### src/rtl/uart_tx_arbiter.sv
// Round-robin packet arbiter in front of a UART transmitter. Each grant goes out as a
// header byte {4'hA, port}, the payload bytes, then an XOR checksum of the payload.
module uart_tx_arbiter #(
    parameter int unsigned NumPorts   = 4,
    parameter int unsigned MaxPayload = 64
) (
    input  logic                  CLK,
    input  logic                  RST,
    input  logic [NumPorts-1:0]   i_req_valid,
    input  logic [8*NumPorts-1:0] i_req_data,
    input  logic [NumPorts-1:0]   i_req_last,
    output logic [NumPorts-1:0]   o_req_ready,
    output logic                  o_tx_valid,
    output logic [7:0]            o_tx_data,
    input  logic                  i_tx_ready,
    output logic                  o_busy,
    output logic [3:0]            o_grant_id,
    output logic                  o_truncated
);
    localparam int unsigned CntW = $clog2(MaxPayload + 1);

    typedef enum logic [1:0] {StIdle, StHeader, StPayload, StCheck} state_e;

    state_e          state_q, state_d;
    logic [3:0]      grant_q, grant_d;
    logic [3:0]      last_grant_q, last_grant_d;
    logic [7:0]      csum_q, csum_d;
    logic [CntW-1:0] count_q, count_d;
    logic            trunc_q, trunc_d;

    logic            sel_valid;
    logic            sel_last;
    logic [7:0]      sel_data;
    logic [3:0]      arb_pick;
    logic [4:0]      arb_cand;
    logic            arb_found;
    logic            tx_fire;

    // Signals of the currently granted port.
    always_comb begin
        sel_valid = 1'b0;
        sel_last  = 1'b0;
        sel_data  = '0;
        for (int unsigned p = 0; p < NumPorts; p++) begin
            if (grant_q == 4'(p)) begin
                sel_valid = i_req_valid[p];
                sel_last  = i_req_last[p];
                sel_data  = i_req_data[8*p +: 8];
            end
        end
    end

    // First valid port searching upward from last_grant + 1, wrapping at NumPorts.
    always_comb begin
        arb_pick  = last_grant_q;
        arb_cand  = '0;
        arb_found = 1'b0;
        for (int unsigned i = 1; i <= NumPorts; i++) begin
            arb_cand = 5'(last_grant_q) + 5'(i);
            if (arb_cand >= 5'(NumPorts)) begin
                arb_cand = arb_cand - 5'(NumPorts);
            end
            for (int unsigned p = 0; p < NumPorts; p++) begin
                if (!arb_found && arb_cand == 5'(p) && i_req_valid[p]) begin
                    arb_pick  = 4'(p);
                    arb_found = 1'b1;
                end
            end
        end
    end

    always_comb begin
        o_tx_valid  = 1'b0;
        o_tx_data   = '0;
        o_req_ready = '0;
        unique case (state_q)
            StHeader: begin
                o_tx_valid = 1'b1;
                o_tx_data  = {4'hA, grant_q};
            end
            StPayload: begin
                o_tx_valid = sel_valid;
                o_tx_data  = sel_data;
                for (int unsigned p = 0; p < NumPorts; p++) begin
                    o_req_ready[p] = (grant_q == 4'(p)) && i_tx_ready;
                end
            end
            StCheck: begin
                o_tx_valid = 1'b1;
                o_tx_data  = csum_q;
            end
            default: ;
        endcase
    end

    assign tx_fire = o_tx_valid && i_tx_ready;

    always_comb begin
        state_d      = state_q;
        grant_d      = grant_q;
        last_grant_d = last_grant_q;
        csum_d       = csum_q;
        count_d      = count_q;
        trunc_d      = 1'b0;
        unique case (state_q)
            StIdle: begin
                if (|i_req_valid) begin
                    grant_d = arb_pick;
                    state_d = StHeader;
                end
            end
            StHeader: begin
                if (tx_fire) begin
                    csum_d  = '0;
                    count_d = '0;
                    state_d = StPayload;
                end
            end
            StPayload: begin
                if (tx_fire) begin
                    csum_d  = csum_q ^ sel_data;
                    count_d = count_q + CntW'(1);
                    if (sel_last) begin
                        state_d = StCheck;
                    end else if (count_d == CntW'(MaxPayload)) begin
                        state_d = StCheck;
                        trunc_d = 1'b1;
                    end
                end
            end
            StCheck: begin
                if (tx_fire) begin
                    last_grant_d = grant_q;
                    state_d      = StIdle;
                end
            end
            default: state_d = StIdle;
        endcase
    end

    always_ff @(posedge CLK) begin
        if (!RST) begin
            state_q      <= StIdle;
            grant_q      <= '0;
            last_grant_q <= 4'(NumPorts - 1);
            csum_q       <= '0;
            count_q      <= '0;
            trunc_q      <= 1'b0;
        end else begin
            state_q      <= state_d;
            grant_q      <= grant_d;
            last_grant_q <= last_grant_d;
            csum_q       <= csum_d;
            count_q      <= count_d;
            trunc_q      <= trunc_d;
        end
    end

    assign o_busy      = (state_q != StIdle);
    assign o_grant_id  = grant_q;
    assign o_truncated = trunc_q;

endmodule

### config.mk
export PLATFORM = sky130hd
export DESIGN_NAME = uart_tx_arbiter
export DESIGN_NICKNAME = d
export VERILOG_FILES = /design/src/rtl/uart_tx_arbiter.sv
export SDC_FILE = /design/constraint.sdc
export NUM_CORES = 1
export LEC_CHECK = 0
export CAP_MARGIN = 20
export CORE_MARGIN = 3
export CORE_UTILIZATION = 45
export DETAILED_ROUTE_END_ITERATION = 12
export PLACE_DENSITY = 0.76
export SKIP_CTS_REPAIR_TIMING = 1
export SYNTH_ARGS = -nofsm -noshare
export SYNTH_HDL_FRONTEND = slang
export SYNTH_SLANG_ARGS = --single-unit
### constraint.sdc
create_clock -name CLK -period 3.15 [get_ports CLK]
set_clock_uncertainty 0.2 [all_clocks]
set_input_delay 0.315 -clock CLK [delete_from_list [all_inputs] [get_ports CLK]]
set_output_delay 0.315 -clock CLK [all_outputs]
set_load 0.05 [all_outputs]
==> out/metrics.cfg, run 1 <==
[place]
dp_hpwl_um=5108
place_area_mm2=0.002974
port-buffer-count=61
place_inst=429
place_congestion=0.8977

[die]
dieArea_mm2=0.005820
die_w_um=76.29
ioPinCount=62
num_rows=24
die_h_um=76.29
coreArea_mm2=0.004564
initial_core_util_pct=48.71

[timing]
rsz0062_at_grt=no
worstMarginPinSlew_ns=0.5415
maxSlewHeadroom_pct=63.56
min_period_ns=2.870
fmax_mhz=348.4
fin_setup_tns_ns=0
fin_crit_sh_pct=91.12
slew_viol_final=0
holdWs_ns=0.2830
hold_viol=0
finalSetupViolations=0

[layout]
nets=425
fillers=420
num_antenna_cells=0
multi_input_area_mm2=0.001574
seq_area_um2=520.5
design_area_mm2=0.003045
area_growth_pct=36.97
drive_gt1_share_pct=11.96
fin_cells=433

[clock_tree]
clk-insertion-delay-late_ns=0.27
clockBufferDepth=2
htree_levels=1
tritoncts=built
clockRootBuffer=clkbuf_8
cts_buffers=3
cts.sinks=26
clk_pin_slew_ns=0.10

[logic_synthesis]
synth_edf_count=0
netlist_area_mm2=0.002223
syn_nets=364
ys_seq_area_share_pct=23.41
syn_area_per_cell_um2=7.219
synth_ff_type=dfxtp_1
ys_warn_count=0
synth_cell_types=44
synth_cells=308
async_reset_ff_share_pct=0
ys_ff_latch=26

[routing]
dr.pass1.iters=5
drt-wirelength-per-cell_um=15.51
routed_wirelength_um=6715
drc=0
drtAntennaViolNets=0
drt_iter0_drc=204
vias=2552
viasPerCell=5.894

[setup_path]
r2r-start=last_grant_q[1]$_SDFFE_PN1P_
critPathLaunch=o_grant_id[1]$_SDFFE_PN0P_
cp-start-kind=flop
reg2reg_depth=12
worstSetupPathType=flop to primary output
reg2reg_slack_ns=0.31
required_ns=2.63
critical_path.max_fanout=9
cp-end-kind=primary output
timing.rr.end=o_grant_id[1]$_SDFFE_PN0P_
endpoint=o_tx_data[5]
cp.arrival_ns=2.36

[grt]
grt_max_degree=18
track_usage_pct=22.62
top_usage_layer=met2
grt_first_pass_wirelength_um=11160
use_met3_pct=4.610
use_met2_pct=36.29
antenna_found_initial=0
grt_overflow_total=0
global_route.usage.met1_pct=32.05
grt_pass1_vias=2270

[status]
status=complete, no violations

[pwr]
p_per_area_mw_per_mm2=534.7
finalPower_uw=1629
p_leak_uw=0.001188
irDropWorstVdd_mv=0.3633

[hold_path]
holdCritPathClass=flop to flop

[flow_run]
maxCapViolations=0

cell usage after synthesis, types with 2 or more instances:
cell | count | area (um2)
a31oi_1 | 4 | 25.02
nand2b_1 | 3 | 18.77
ha_1 | 13 | 162.7
o21ai_0 | 20 | 100.1
buf_6 | 3 | 33.78
a21o_1 | 3 | 22.52
nor4_1 | 5 | 31.28
mux2i_1 | 4 | 40.04
nand4_1 | 2 | 12.51
inv_1 | 12 | 45.04
a32oi_1 | 2 | 17.52
o2111ai_1 | 2 | 17.52
o211ai_1 | 9 | 67.56
nand2_1 | 24 | 90.09
mux2_2 | 3 | 33.78
a22oi_1 | 12 | 90.09
dfxtp_1 | 26 | 520.5
a21oi_1 | 33 | 165.2
nand3b_1 | 10 | 75.07
and2_1 | 3 | 18.77
xnor2_1 | 6 | 52.55
nor2b_1 | 2 | 12.51
nor2_1 | 50 | 187.7
nand3_1 | 10 | 50.05
clkbuf_1 | 17 | 63.81
o21ai_1 | 6 | 30.03
a222oi_1 | 4 | 40.04
nor3_1 | 3 | 15.01
mux4_2 | 2 | 45.04
per-layer routing:
layer  wire (um)  share of wire (%)
met1        3138                 47
met2        3123                 47
met3         428                6.4
met4          24               0.36
met5           0                  0
cell families (layout without fill, tap and decap cells):
family	after synthesis	after routing	synth area share [%]
simple gates	117	117	25.21
compound gates	104	104	29.71
buf+inv	33	93	6.640
flops	26	26	23.41
fa+ha+maj	13	13	7.316
mux	9	9	5.346
xor+xnor	6	6	2.364
metrics by stage:
step	utilization [%]	setup slack, ns
6_report	66.72	0.2797
5_1_grt	66.72	0.01939
4_1_cts	66.72	0.2580
3_5_place_dp	65.16	0.2118
3_3_place_gp	65.16	0.3222
2_1_floorplan	-	0.07912
report_power, final:
| group | switching, uW | internal (uW) |
|---|---|---|
| sequential | 44.7 | 352 |
| combinational | 578 | 373 |
| clock | 111 | 170 |
| total | 734 | 895 |
how the worst min path moves through the flow:
stage	from	end	slack (ns)	cells past startpoint
after floorplan	count_q[6]$_SDFFE_PN0P_	count_q[6]$_SDFFE_PN0P_	0.25	2
after global placement	count_q[6]$_SDFFE_PN0P_	count_q[6]$_SDFFE_PN0P_	0.26	2
after detailed placement	count_q[6]$_SDFFE_PN0P_	count_q[6]$_SDFFE_PN0P_	0.27	2
after CTS	count_q[6]$_SDFFE_PN0P_	count_q[6]$_SDFFE_PN0P_	0.28	2
after global routing	csum_q[7]$_SDFFE_PN0P_	csum_q[7]$_SDFFE_PN0P_	0.33	2
final	count_q[6]$_SDFFE_PN0P_	count_q[6]$_SDFFE_PN0P_	0.28	2
area by class of cell:
| cell class | count | area share, % |
|---|---|---|
| clock inverters | 1 | 0.9860 |
| multi-input cells | 249 | 51.68 |
| repair buffers | 77 | 24.73 |
| well taps | 65 | 2.671 |
| clock buffers | 3 | 1.356 |
| flip-flops and latches | 26 | 17.09 |
| inverters | 12 | 1.479 |
critical path, cell delays in order, from the launching register on:
cell and delay [ns]:
dfxtp_1 0.53, nor3b_2 0.40, buf_4 0.21, a22oi_1 0.09, a21oi_1 0.31, nand2_1 0.11, a31oi_2 0.25, buf_12 0.17
layout by cell type (no fill, tap or decap), types with 4 or more instances in the layout:
master and count:
a21oi_1 33, nor4_1 4, o21ai_0 20, nor2_1 50
o21ai_1 6, clkdlybuf4s50_1 50, nand2_1 24, nand3b_1 10
mux2i_1 4, dfxtp_1 26, o211ai_1 9, ha_1 13
a22oi_1 12, buf_12 4, nand3_1 10, buf_4 23
xnor2_1 6, a222oi_1 4, inv_1 12
flip-flops by register name (all words and copies together), names as in the netlist:
| register | count |
|---|---|
| o_truncated | 1 |
| o_grant_id | 4 |
| last_grant_q | 4 |
| state_q | 2 |
| count_q | 7 |
| csum_q | 8 |
Power figures use the tool's default switching activity.
==> run 2, diff against run 1 <==
--- a/config.mk
+++ b/config.mk
@@ -9,7 +9,10 @@
 export CORE_MARGIN = 3
 export CORE_UTILIZATION = 45
 export DETAILED_ROUTE_END_ITERATION = 12
+export GPL_ROUTABILITY_DRIVEN = 0
+export GPL_TIMING_DRIVEN = 0
 export PLACE_DENSITY = 0.76
+export RECOVER_POWER = 25
 export SKIP_CTS_REPAIR_TIMING = 1
 export SYNTH_ARGS = -nofsm -noshare
 export SYNTH_HDL_FRONTEND = slang
==> out/metrics.cfg, run 2 (synthesis gave the netlist of run 1 again) <==
[status]
status=complete, no violations

[clock_tree]
clockRootBuffer=clkbuf_8
clockBufferDepth=2  ; unchanged
tritoncts=built
htree_levels=1  ; unchanged
clk_pin_slew_ns=0.09  ; about the same
clk-insertion-delay-late_ns=0.28  ; about the same
cts.sinks=26  ; unchanged
cts_buffers=3  ; unchanged

[grt]
grt_first_pass_wirelength_um=11590  ; +3.9%
antenna_found_initial=0  ; unchanged
grt_overflow_total=0  ; unchanged
grt_max_degree=16  ; -2
grt_pass1_vias=2345  ; +3.3%
track_usage_pct=23.60  ; +0.99 points

[pwr]
p_per_area_mw_per_mm2=526.3  ; -1.6%
irDropWorstVdd_mv=0.3598  ; -0.95%
switchingPower_uw=748.6  ; +2.0%
p_leak_uw=0.001319  ; +11%
p_int_uw=873.4  ; -2.4%
netSwitchingFraction_pct=46.15  ; +1.1 points
seqPwrFrac_pct=23.0  ; -1.3 points
comb_power_share_pct=59.5  ; +1.1 points
clockPowerShare_pct=17.5  ; +0.3 points

[timing]
finalSetupViolations=0  ; unchanged
fin_crit_sh_pct=96.34  ; +5.2 points
worstMarginPinSlew_ns=0.6580  ; +0.1165 ns
hold_viol=0  ; unchanged
fmax_mhz=329.5  ; -5.4%
slew_viol_final=0  ; unchanged
min_period_ns=3.035  ; +0.1644 ns
maxSlewHeadroom_pct=55.79  ; -7.8 points
fin_setup_tns_ns=0  ; unchanged

[layout]
reg_top3=csum_q: 8 flops, count_q: 7 flops
regMostFlops=csum_q
nets=430  ; +1.2%
num_antenna_cells=0  ; unchanged
final_cell_mix=nor2_1, clkdlybuf4s50_1, a21oi_1
final_common_cell=nor2_1
area_growth_pct=38.60
fin_cells=438  ; +1.2%
post-route-util_pct=67.52  ; +0.79 points
largest_reg_flops=8  ; unchanged
drive_gt1_share_pct=10.19  ; -1.8 points

[setup_path]
required_ns=2.63  ; about the same
cp-end-kind=primary output
critical_path.most_common_cell=a22oi_1
cp-start-kind=flop
critical_path.max_fanout=9  ; unchanged
cp.arrival_ns=2.52  ; +0.16 ns
cpMaxStageDelayCell=dlymetal6s2s_1
worstSetupPathType=flop to primary output
critPathTopFamily=buffers and inverters
path_cells=clkbuf_1 > nor3b_4 > buf_4 > a22oi_1 > a21oi_1 > a22oi_1 > nor2_1 > dlymetal6s2s_1
reg2reg_depth=10  ; -2
worst-path-buf-inv=3  ; +1
worst-path-stages=8  ; +1
slowest_delay_ns=0.43  ; -0.10 ns

[hold_path]
min_path_cells=2  ; unchanged
holdCritPathClass=flop to flop

[routing]
vias=2587  ; +1.4%
routed_wirelength_um=7050  ; +5.0%
drtAntennaViolNets=0  ; unchanged
dr.pass1.iters=6  ; +1
viasPerCell=5.906  ; +0.21%
drt_iter0_drc=215  ; +5.4%
drt-wirelength-per-cell_um=16.10  ; +3.8%
drc=0  ; unchanged

[die]
initial_core_util_pct=48.71  ; unchanged
die_w_um=76.29  ; unchanged
num_rows=24  ; unchanged
coreArea_mm2=0.004564  ; unchanged
die_h_um=76.29  ; unchanged
ioPinCount=62  ; unchanged
dieArea_mm2=0.005820  ; unchanged

[flow_run]
maxCapViolations=0  ; unchanged

[place]
place_inst=434  ; +1.2%
port-buffer-count=61  ; unchanged
dp_hpwl_um=5243  ; +2.6%

run 2: routing by layer:
metal	wire length [um]	global-route usage (%)	vias up
met1	3237	34.13	1200
met2	3211	36.56	123
met4	78	4.348	0
met5	0	0	-
met3	522	4.610	12
li1	-	-	1252
run 2: worst min-delay path, delay by kind of cell, from the launching register on:
kind	cells	cell delay, ns
flip-flops	1	0.32
AO/OA/AOI/OAI	2	0.13
run 2: stage by stage:
stage | area [um2] | hold slack, ns | setup slack (ns) | power, uW
finish | 3082 | 0.2907 | 0.1153 | 1622
CTS | 3005 | 0.2940 | -0.6258 | 1590
global route | 3082 | 0.3240 | -0.04280 | 1703
floorplan | 2242 | 0.2546 | 0.07912 | 1014
detailed placement | 2934 | 0.2800 | -0.3247 | 1307
global placement | 2934 | 0.2631 | -0.3112 | 1299
run 2: area by class of cell:
cell class | count | area, um2
buffer | 18 | 100.1
clock buffer | 3 | 41.29
clock inverter | 1 | 30.03
fill | 409 | 1483
inverter | 12 | 45.04
multi-input combinational | 249 | 1620
sequential | 26 | 520.5
tap | 65 | 81.33
timing repair buffer | 64 | 643.1
run 2: path summary, 6_finish.rpt:
check | start | to | slack [ns]
hold / removal | count_q[6]$_SDFFE_PN0P_ | count_q[6]$_SDFFE_PN0P_ | 0.29
setup / recovery | o_grant_id[1]$_SDFFE_PN0P_ | o_tx_data[6] | 0.12
hold reg to reg | count_q[6]$_SDFFE_PN0P_ | count_q[6]$_SDFFE_PN0P_ | 0.29
setup reg to reg | last_grant_q[2]$_SDFFE_PN0P_ | o_grant_id[1]$_SDFFE_PN0P_ | 0.14
run 2: power groups by stage:
stage	Clock, uW	Sequential (uW)	Combinational [uW]
after floorplan	0	415	599
after global placement	0	379	920
after detailed placement	0	381	926
after CTS	286	373	931
after global routing	297	376	1030
final	284	373	965
==> run 3, diff against run 2 <==
--- a/config.mk
+++ b/config.mk
@@ -5,7 +5,6 @@
 export SDC_FILE = /design/constraint.sdc
 export NUM_CORES = 1
 export LEC_CHECK = 0
-export CAP_MARGIN = 20
 export CORE_MARGIN = 3
 export CORE_UTILIZATION = 45
 export DETAILED_ROUTE_END_ITERATION = 12
==> results of run 3 <==
The final DEF is identical to that of run 2; final timing and power are the same.
